[src/rtl/elevator_scan_ctrl.sv]
// elevator_scan_ctrl: multi-floor elevator controller with SCAN ordering.
// Call requests latch into a pending vector. Travel time and door time are
// counter based. The Moore outputs come from the state register, and a floor
// index is added.
module elevator_scan_ctrl #(
  parameter int unsigned NUM_FLOORS    = 4,
  parameter int unsigned FLOOR_W       = $clog2(NUM_FLOORS),
  parameter int unsigned TRAVEL_CYCLES = 4,
  parameter int unsigned DOOR_CYCLES   = 3
) (
  input  logic                  clk,
  input  logic                  reset,
  input  logic [NUM_FLOORS-1:0] call,
  output logic                  Up,
  output logic                  Down,
  output logic                  doors,
  output logic [2:0]            katastash,
  output logic [FLOOR_W-1:0]    floor,
  output logic [NUM_FLOORS-1:0] pending
);

  localparam int unsigned TRAVEL_W = (TRAVEL_CYCLES > 1) ? $clog2(TRAVEL_CYCLES) : 1;
  localparam int unsigned DOOR_W   = (DOOR_CYCLES > 1) ? $clog2(DOOR_CYCLES) : 1;
  localparam logic [TRAVEL_W-1:0] TRAVEL_LAST = TRAVEL_W'(TRAVEL_CYCLES - 1);
  localparam logic [DOOR_W-1:0]   DOOR_LAST   = DOOR_W'(DOOR_CYCLES - 1);
  localparam int unsigned TOP_FLOOR = NUM_FLOORS - 1;

  // The state encoding is also the external state code.
  typedef enum logic [2:0] {
    S_IDLE      = 3'b000,
    S_MOVE_UP   = 3'b001,
    S_MOVE_DOWN = 3'b010,
    S_DOOR_OPEN = 3'b100
  } state_e;

  state_e                  state_q, state_d;
  logic [FLOOR_W-1:0]      floor_q, floor_d;
  logic [NUM_FLOORS-1:0]   pending_q, pending_d;
  logic [TRAVEL_W-1:0]     travel_cnt_q, travel_cnt_d;
  logic [DOOR_W-1:0]       door_cnt_q, door_cnt_d;
  logic                    dir_up_q, dir_up_d;
  logic                    up_q, down_q, doors_q;

  int unsigned             fl;
  logic                    above, below;
  state_e                  choice_state;
  logic                    choice_dir_up;
  logic [NUM_FLOORS-1:0]   here_mask;

  // Returns 1 when any request sits strictly above floor f.
  function automatic logic any_above(input logic [NUM_FLOORS-1:0] p, input int unsigned f);
    logic r;
    r = 1'b0;
    for (int unsigned i = 0; i < NUM_FLOORS; i++) begin
      if (i > f && p[i]) r = 1'b1;
    end
    return r;
  endfunction

  // Returns 1 when any request sits strictly below floor f.
  function automatic logic any_below(input logic [NUM_FLOORS-1:0] p, input int unsigned f);
    logic r;
    r = 1'b0;
    for (int unsigned i = 0; i < NUM_FLOORS; i++) begin
      if (i < f && p[i]) r = 1'b1;
    end
    return r;
  endfunction

  // Returns the request bit for floor f (0 if f is out of range).
  function automatic logic req_at(input logic [NUM_FLOORS-1:0] p, input int unsigned f);
    logic r;
    r = 1'b0;
    for (int unsigned i = 0; i < NUM_FLOORS; i++) begin
      if (i == f && p[i]) r = 1'b1;
    end
    return r;
  endfunction

  // Computes the one-hot mask of the current floor and the shared direction choice.
  always_comb begin
    fl            = 32'(floor_q);
    above         = any_above(pending_q, fl);
    below         = any_below(pending_q, fl);
    here_mask     = '0;
    for (int unsigned i = 0; i < NUM_FLOORS; i++) begin
      if (i == fl) here_mask[i] = 1'b1;
    end
    choice_state  = S_IDLE;
    choice_dir_up = dir_up_q;
    if (dir_up_q && above) begin
      choice_state  = S_MOVE_UP;
    end else if (below) begin
      choice_state  = S_MOVE_DOWN;
      choice_dir_up = 1'b0;
    end else if (above) begin
      choice_state  = S_MOVE_UP;
      choice_dir_up = 1'b1;
    end
  end

  // Computes the next state, counters, floor and pending requests.
  always_comb begin
    state_d      = state_q;
    floor_d      = floor_q;
    pending_d    = pending_q | call;
    travel_cnt_d = travel_cnt_q;
    door_cnt_d   = door_cnt_q;
    dir_up_d     = dir_up_q;

    case (state_q)
      S_IDLE: begin
        if (req_at(pending_q, fl)) begin
          state_d    = S_DOOR_OPEN;
          door_cnt_d = '0;
        end else begin
          state_d  = choice_state;
          dir_up_d = choice_dir_up;
        end
      end

      S_MOVE_UP: begin
        if (travel_cnt_q == TRAVEL_LAST) begin
          travel_cnt_d = '0;
          if (fl < TOP_FLOOR) begin
            floor_d = FLOOR_W'(fl + 32'd1);
            if (req_at(pending_q, fl + 32'd1)) begin
              state_d    = S_DOOR_OPEN;
              door_cnt_d = '0;
            end else if (any_above(pending_q, fl + 32'd1)) begin
              state_d = S_MOVE_UP;
            end else begin
              state_d = S_IDLE;
            end
          end else begin
            // Top floor reached with nothing above: should not occur, stop safely.
            state_d = S_IDLE;
          end
        end else begin
          travel_cnt_d = travel_cnt_q + TRAVEL_W'(1);
        end
      end

      S_MOVE_DOWN: begin
        if (travel_cnt_q == TRAVEL_LAST) begin
          travel_cnt_d = '0;
          if (fl > 32'd0) begin
            floor_d = FLOOR_W'(fl - 32'd1);
            if (req_at(pending_q, fl - 32'd1)) begin
              state_d    = S_DOOR_OPEN;
              door_cnt_d = '0;
            end else if (any_below(pending_q, fl - 32'd1)) begin
              state_d = S_MOVE_DOWN;
            end else begin
              state_d = S_IDLE;
            end
          end else begin
            // Ground floor reached with nothing below: should not occur, stop safely.
            state_d = S_IDLE;
          end
        end else begin
          travel_cnt_d = travel_cnt_q + TRAVEL_W'(1);
        end
      end

      S_DOOR_OPEN: begin
        // A call for the floor being served is dropped, so it cannot extend the door time.
        pending_d = (pending_q | call) & ~here_mask;
        if (door_cnt_q == DOOR_LAST) begin
          door_cnt_d = '0;
          state_d    = choice_state;
          dir_up_d   = choice_dir_up;
        end else begin
          door_cnt_d = door_cnt_q + DOOR_W'(1);
        end
      end

      default: begin
        state_d = S_IDLE;
      end
    endcase
  end

  // Holds the state and datapath registers, and the output flags decoded from the next state.
  always_ff @(posedge clk or negedge reset) begin
    if (!reset) begin
      state_q      <= S_IDLE;
      floor_q      <= '0;
      pending_q    <= '0;
      travel_cnt_q <= '0;
      door_cnt_q   <= '0;
      dir_up_q     <= 1'b1;
      up_q         <= 1'b0;
      down_q       <= 1'b0;
      doors_q      <= 1'b0;
    end else begin
      state_q      <= state_d;
      floor_q      <= floor_d;
      pending_q    <= pending_d;
      travel_cnt_q <= travel_cnt_d;
      door_cnt_q   <= door_cnt_d;
      dir_up_q     <= dir_up_d;
      up_q         <= (state_d == S_MOVE_UP);
      down_q       <= (state_d == S_MOVE_DOWN);
      doors_q      <= (state_d == S_DOOR_OPEN);
    end
  end

  assign Up        = up_q;
  assign Down      = down_q;
  assign doors     = doors_q;
  assign katastash = state_q;
  assign floor     = floor_q;
  assign pending   = pending_q;

endmodule

[config.mk]
export PLATFORM = sky130hd
export DESIGN_NAME = elevator_scan_ctrl
export DESIGN_NICKNAME = d
export VERILOG_FILES = /design/src/rtl/elevator_scan_ctrl.sv
export SDC_FILE = /design/constraint.sdc
export NUM_CORES = 1
export LEC_CHECK = 0
export CAP_MARGIN = 20
export CELL_PAD_IN_SITES_DETAIL_PLACEMENT = 1
export CELL_PAD_IN_SITES_GLOBAL_PLACEMENT = 2
export CORE_MARGIN = 2
export CORE_UTILIZATION = 30
export CTS_CLUSTER_SIZE = 14
export DETAILED_ROUTE_END_ITERATION = 10
export GPL_TIMING_DRIVEN = 0
export HOLD_SLACK_MARGIN = 0.06
export PLACE_DENSITY = 0.69
export SETUP_SLACK_MARGIN = 0.05
export SKIP_CTS_REPAIR_TIMING = 1
export SYNTH_ARGS = -nofsm -noshare
export SYNTH_HDL_FRONTEND = slang
export SYNTH_SLANG_ARGS = --single-unit
export TNS_END_PERCENT = 50
[constraint.sdc]
create_clock -name clk -period 2.2 [get_ports clk]
set_input_delay 0.44 -clock clk [delete_from_list [all_inputs] [get_ports clk]]
set_output_delay 0.44 -clock clk [all_outputs]
set_load 0.01 [all_outputs]
* Word level (Yosys, flattened, before mapping) *
Index checks and enable logic that the tools add are counted.
Widths: inputs -> output; s select.

operators by class
  $add $sub $neg = 4
  magnitude comparators = 16
  eq/ne operators = 26
  muxes and demuxes = 81
  bitwise operators = 3
  reduce and logical (&&, ||, !) cells = 39

operators with widths
  kind                 count
  $eq 2x32->1 const A  4
  $logic_not 32->1     3
  $eq 1x32->1 const A  2
  $lt 1x32->1 const A  2
  $lt 2x32->1 const A  2
  $mux 1               52
  $mux 2               16
  $logic_and 1x1->1    27
  $mux 3               8
  $ne 2x2->1 const B   6
  $pmux 3 s4           1
  $pmux 2 s4           1
  $reduce_and 8->1     1
  $eq 3x1->1 const B   2
  $eq 3x2->1 const B   2
  $eq 3x3->1 const B   2
  $gt 1x3->1 const A   2
  $gt 2x3->1 const A   2
  $ne 2x1->1 const B   3
  $reduce_and 5->1     1
  $add 2x1->2 const B  2
  $and 4x4->4          1
  $eq 2x2->1 const A   2
  $eq 2x2->1 const B   2
  other kinds (20)     23

storage, ports and cells
  bits in registers = 17
  input bits = 6
  output and inout port bits = 12
  logic and storage cells = 178

* Logic depth before layout (Yosys ltp) *
  word-level depth = 20
  mapped depth = 7
  depth with buffers taken out = 6

* Worst setup path before layout *
OpenSTA, ideal clock, no wires.

  kind = register -> register
  start point = reg floor_q[0] (netlist: floor[0])
  end point = reg dir_up_q
  library setup time = 0.091 ns
  data arrival time = 1.747 ns
  data required time = 2.109 ns
  setup slack = 0.362 ns
  stages on the path, launching flop included = 7
  path buffers = 0
  period minus slack after synthesis = 1.838 ns
  path through = dfrtp_1 inv_1 ha_1 a221oi_4 a21boi_2 o41ai_1 a21oi_1

between the ends
  word-level cells in the longest chain between the ends = 10
  elaborated cells on any way between the ends = 40
  classes of those cells = order compare: 6; eq/ne: 4; mux: 17; reduce/logical: 13

RTL lines
  what                       RTL line  RTL
  start, declared            37        logic [FLOOR_W-1:0] floor_q, floor_d;
  start signal, assigned     198       floor_q <= floor_d;
  $gt 1x2->1                 55        if (i > f && p[i]) r = 1'b1;
  $logic_and 1x1->1          55
  $mux 1 (3 in a row)        55
  $mux 1                     96        end else if (above) begin
  $mux 1                     93        end else if (below) begin
  $mux 1                     91        if (dir_up_q && above) begin
  $mux 1 (on tied branches)  169, 113
  $pmux 1 s2                 111       case (state_q)
  end signal, assigned       202       dir_up_q <= dir_up_d;
  end, declared              41        logic dir_up_q, dir_up_d;

Several ways; a longest one is shown, not always the timed one. The select of a mux whose other input is x is not followed.
A chain may end at the register's enable or synchronous reset.

* Worst setup path after layout *
  start point = reg floor_q[1] (netlist: floor[1])
  end point = reg state_q[2] (netlist: katastash[2])

between the ends
  word-level cells in the longest chain between the ends = 14
  elaborated cells on any way between the ends = 55
  classes of those cells = add/sub: 2; order compare: 2; eq/ne: 9; mux: 27; reduce/logical: 15

RTL lines
  what                                               RTL line  RTL
  $sub 2x1->3 / $add 2x1->3 (equally long branches)  149, 127
  $logic_not 32->1                                   75        if (i == f && p[i]) r = 1'b1;
  $logic_and 1x1->1                                  75
  $mux 1 (4 in a row)                                75
  $mux 1 (on tied branches)                          147, 125
  $mux 1 (on tied branches)                          145, 123
  $mux 1                                             111
  $mux 3 (on tied branches)                          149, 127
  $mux 3 (on tied branches)                          147, 125
  $mux 3 (on tied branches)                          145, 123
  $pmux 3 s4 (*)                                     111
  named net state_d[2]                               36        state_e state_q, state_d;
  end signal, assigned                               197       state_q <= state_d;
  end, declared                                      36

The timed path passes the listed nets; every way through them passes the cells marked *. The select of a mux whose other input is x is not followed.

==> metrics.md <==
| Metric | Value |
|---|---|
| Tmin final | 2.05 ns |
| Remaining global-route overflow | 0 |
| Rows | 22 |
| Crit Reg-Reg Endpoint | katastash[2] |
| Die Y | 66.6 um |
| TritonCTS clock tree | yes |
| Power Dens Cells | 1500 nW/um^2 |
| Asr flop ratio synth | 100% |
| PortBufs | 17 |
| Layout Utilization | 39.7% |
| Skew final | 0.00616 ns |
| Largest net degree at the start of global routing | 18 |
| Avg Inst Size Synth | 9.97 sq um |
| Cell area after synthesis | 1180 sq um |
| Flop2flop setup slack | 0.15 ns |
| Top fanout value on the critical path | 8 |
| Fin cells | 189 |
| Via/cell ratio | 5.49 |
| Fmax | 487 MHz |
| Sequential cell area fraction in the yosys report | 36.3% |
| Die area | 4440 sq um |
| Worst r2r src | floor[1] |
| Status | completed |
| Critical path arrival | 2.20 ns |
| Max-slew headroom | 46.8% |
| Die width | 66.6 um |
| Iteration-0 DRC Markers | 42 |
| Final wirelength | 3050 um |
| CP Launch Point | floor[1] |
| Pleak | 0.617 nW |
| Inserted Clock Buffers | 3 |
| Period utilisation layout | 93.3% |
| DRC violations left | 0 |
| Worst setup path end | katastash[2] |
| RSZ-0062 raised after global routing | yes |
| Ant. Diodes | 0 |
| CP cell instances | inv_1 > ha_1 > a222oi_1 > buf_4 > nor4_1 > a31oi_1 > nand2_1 |
| Syn Nets | 132 |
| Layout cell share with drive strength beyond 1 | 15.6% |
| I/O Pins | 18 |
| Ys flop type | dfrtp_1 |
| Max clock buf depth | 2 |
| Slowest cell on crit path | dfrtp_1 |
| Worst VDD drop | 0.484 mV |
| First-pass GRT wire length | 5170 um |
| # Max-Cap Violations | 0 |
| Hold path cells | 2 |
| EDFF count, synth | 0 |
| Slowest cell delay on critical path | 0.55 ns |
| GRT Overall Usage | 15.8% |
| Kind of cell adding the most delay to the critical path | compound AO/OA/AOI/OAI gates |
| Worst skew pair latency | 0.26 ns |
| Core Area | 3720 sq um |
| Initial Util | 31.6% |
| Final setup TNS | 0 ns |
| Final setup vio count | 0 |
| Worst slew pin tran | 0.795 ns |
| Final Max Slew Viols | 0 |
| Clock sinks | 17 |
| H-tree depth | 1 |
| CTS root buffer | clkbuf_8 |
| Layout area overhead | 25.3% |
| Number of global-route vias before repair | 1030 |
| Synth Register Bits | 17 |
| Wire per inst | 16.1 um |
| Post-synth cell types | 46 |
| R2R cell count | 7 |
| Reg clk slew, reported paths | 0.07 ns |
| Setup CP Type | reg2reg |
| Post-route ant nets | 0 |
| Number of antenna violations at the first check in global routing | 0 |
| First-pass detailed-route iteration total | 4 |
| Via count | 1038 |
| Worst Hold Class | reg2reg |
| Crit end category | register |
| Yosys Warn Count | 0 |
| Fin. Hold Viols | 0 |
| Critical Path Start Type | register |
| Final net count | 156 |
| Worst path depth | 7 |
| WP buf/inv | 2 |
| Post-Syn Instances | 118 |
| Required time worst endpoint | 2.35 ns |
| Cell count after placement | 183 |
| RD Place Congestion | 0.786 |
| DP Wirelength | 2350 um |
## registers in the layout, summed over array words and instances, names as in the netlist
register	flops
Up	1
pending	4
Down	1
doors	1
dir_up_q	1
travel_cnt_q	2
door_cnt_q	2
floor	2
katastash	3
## per-layer routing
metal  track usage [%]  routed length [um]
met1              20.7                1420
met2              25.4                1470
met3              4.22                 124
met4              4.59                  36
met5                 0                   0
## cell usage after synthesis, types with 3 or more instances
master    count  area share, %
inv_1         4            1.3
nor2_1       11            3.5
a21oi_1       7            3.0
o221ai_1      4            3.0
nand2_1      10            3.2
buf_6         4            3.8
dfrtp_1      16             34
nor3_1        3            1.3
nand2b_1      4            2.1
ha_1          8            8.5
nand3_1       3            1.3
## worst min path at each step
stage,startpoint,to
6_report,dir_up_q,dir_up_q
5_1_grt,dir_up_q,dir_up_q
4_1_cts,dir_up_q,dir_up_q
3_5_place_dp,dir_up_q,dir_up_q
3_3_place_gp,travel_cnt_q[1],travel_cnt_q[1]
2_1_floorplan,reset,Down
## tightest hold or removal path, stage by stage (launching register included)
cell and delay [ns]:
dfstp_2 0.38, o41ai_1 0.06, a21oi_1 0.07
## cells in the final DEF (no fill, tap or decap), drive strengths merged, types with 2 or more instances in the layout
cell type	instances
nand3	3
nor3	3
a222oi	2
ha	8
o221ai	4
dfrtp	16
nand3b	2
nand2b	4
nand2	10
xnor2	2
a21oi	7
clkdlybuf4s50	17
nand4	2
clkbuf	4
a311o	2
inv	5
nor4b	2
buf	8
nor2b	2
nor3b	2
a22o	2
a31oi	2
nor2	11
## metrics by stage
step	power (mW)	instance area, sq um	setup WS (ns)	hold WS (ns)
floorplan	1.47	1180	0.362	0.144
global placement	1.87	1410	0.164	0.481
detailed placement	1.92	1410	0.127	0.503
CTS	2.17	1450	0.0848	0.518
global route	2.39	1470	0.0212	0.527
finish	2.20	1470	0.148	0.517
## final cells by class
type | count | area [sq um]
buffer | 7 | 58.8
tap | 48 | 60.1
clock buffer | 3 | 41.3
fill | 435 | 2240
timing repair buffer | 19 | 185
clock inverter | 1 | 5.00
sequential | 17 | 428
inverter | 5 | 18.8
multi-input combinational | 89 | 677
## power breakdown
part	switching (mW)	leakage, nW	internal (mW)
Clock	0.117	0.0255	0.126
Sequential	0.130	0.201	0.453
Combinational	0.737	0.391	0.642
Total	0.983	0.617	1.22
## logic make-up (layout without fill, tap and decap cells)
kind of cell,after synthesis,count (layout),synth area share (%)
and+or+nand+nor,45,45,21.0
AOI/OAI and AO/OA,32,32,24.4
DFF,17,17,36.3
buffers and inverters,12,35,6.59
adders and majority gates,8,8,8.51
xor gates and xnor gates,2,2,1.49
muxes,2,2,1.81
Power figures use the tool's default switching activity.
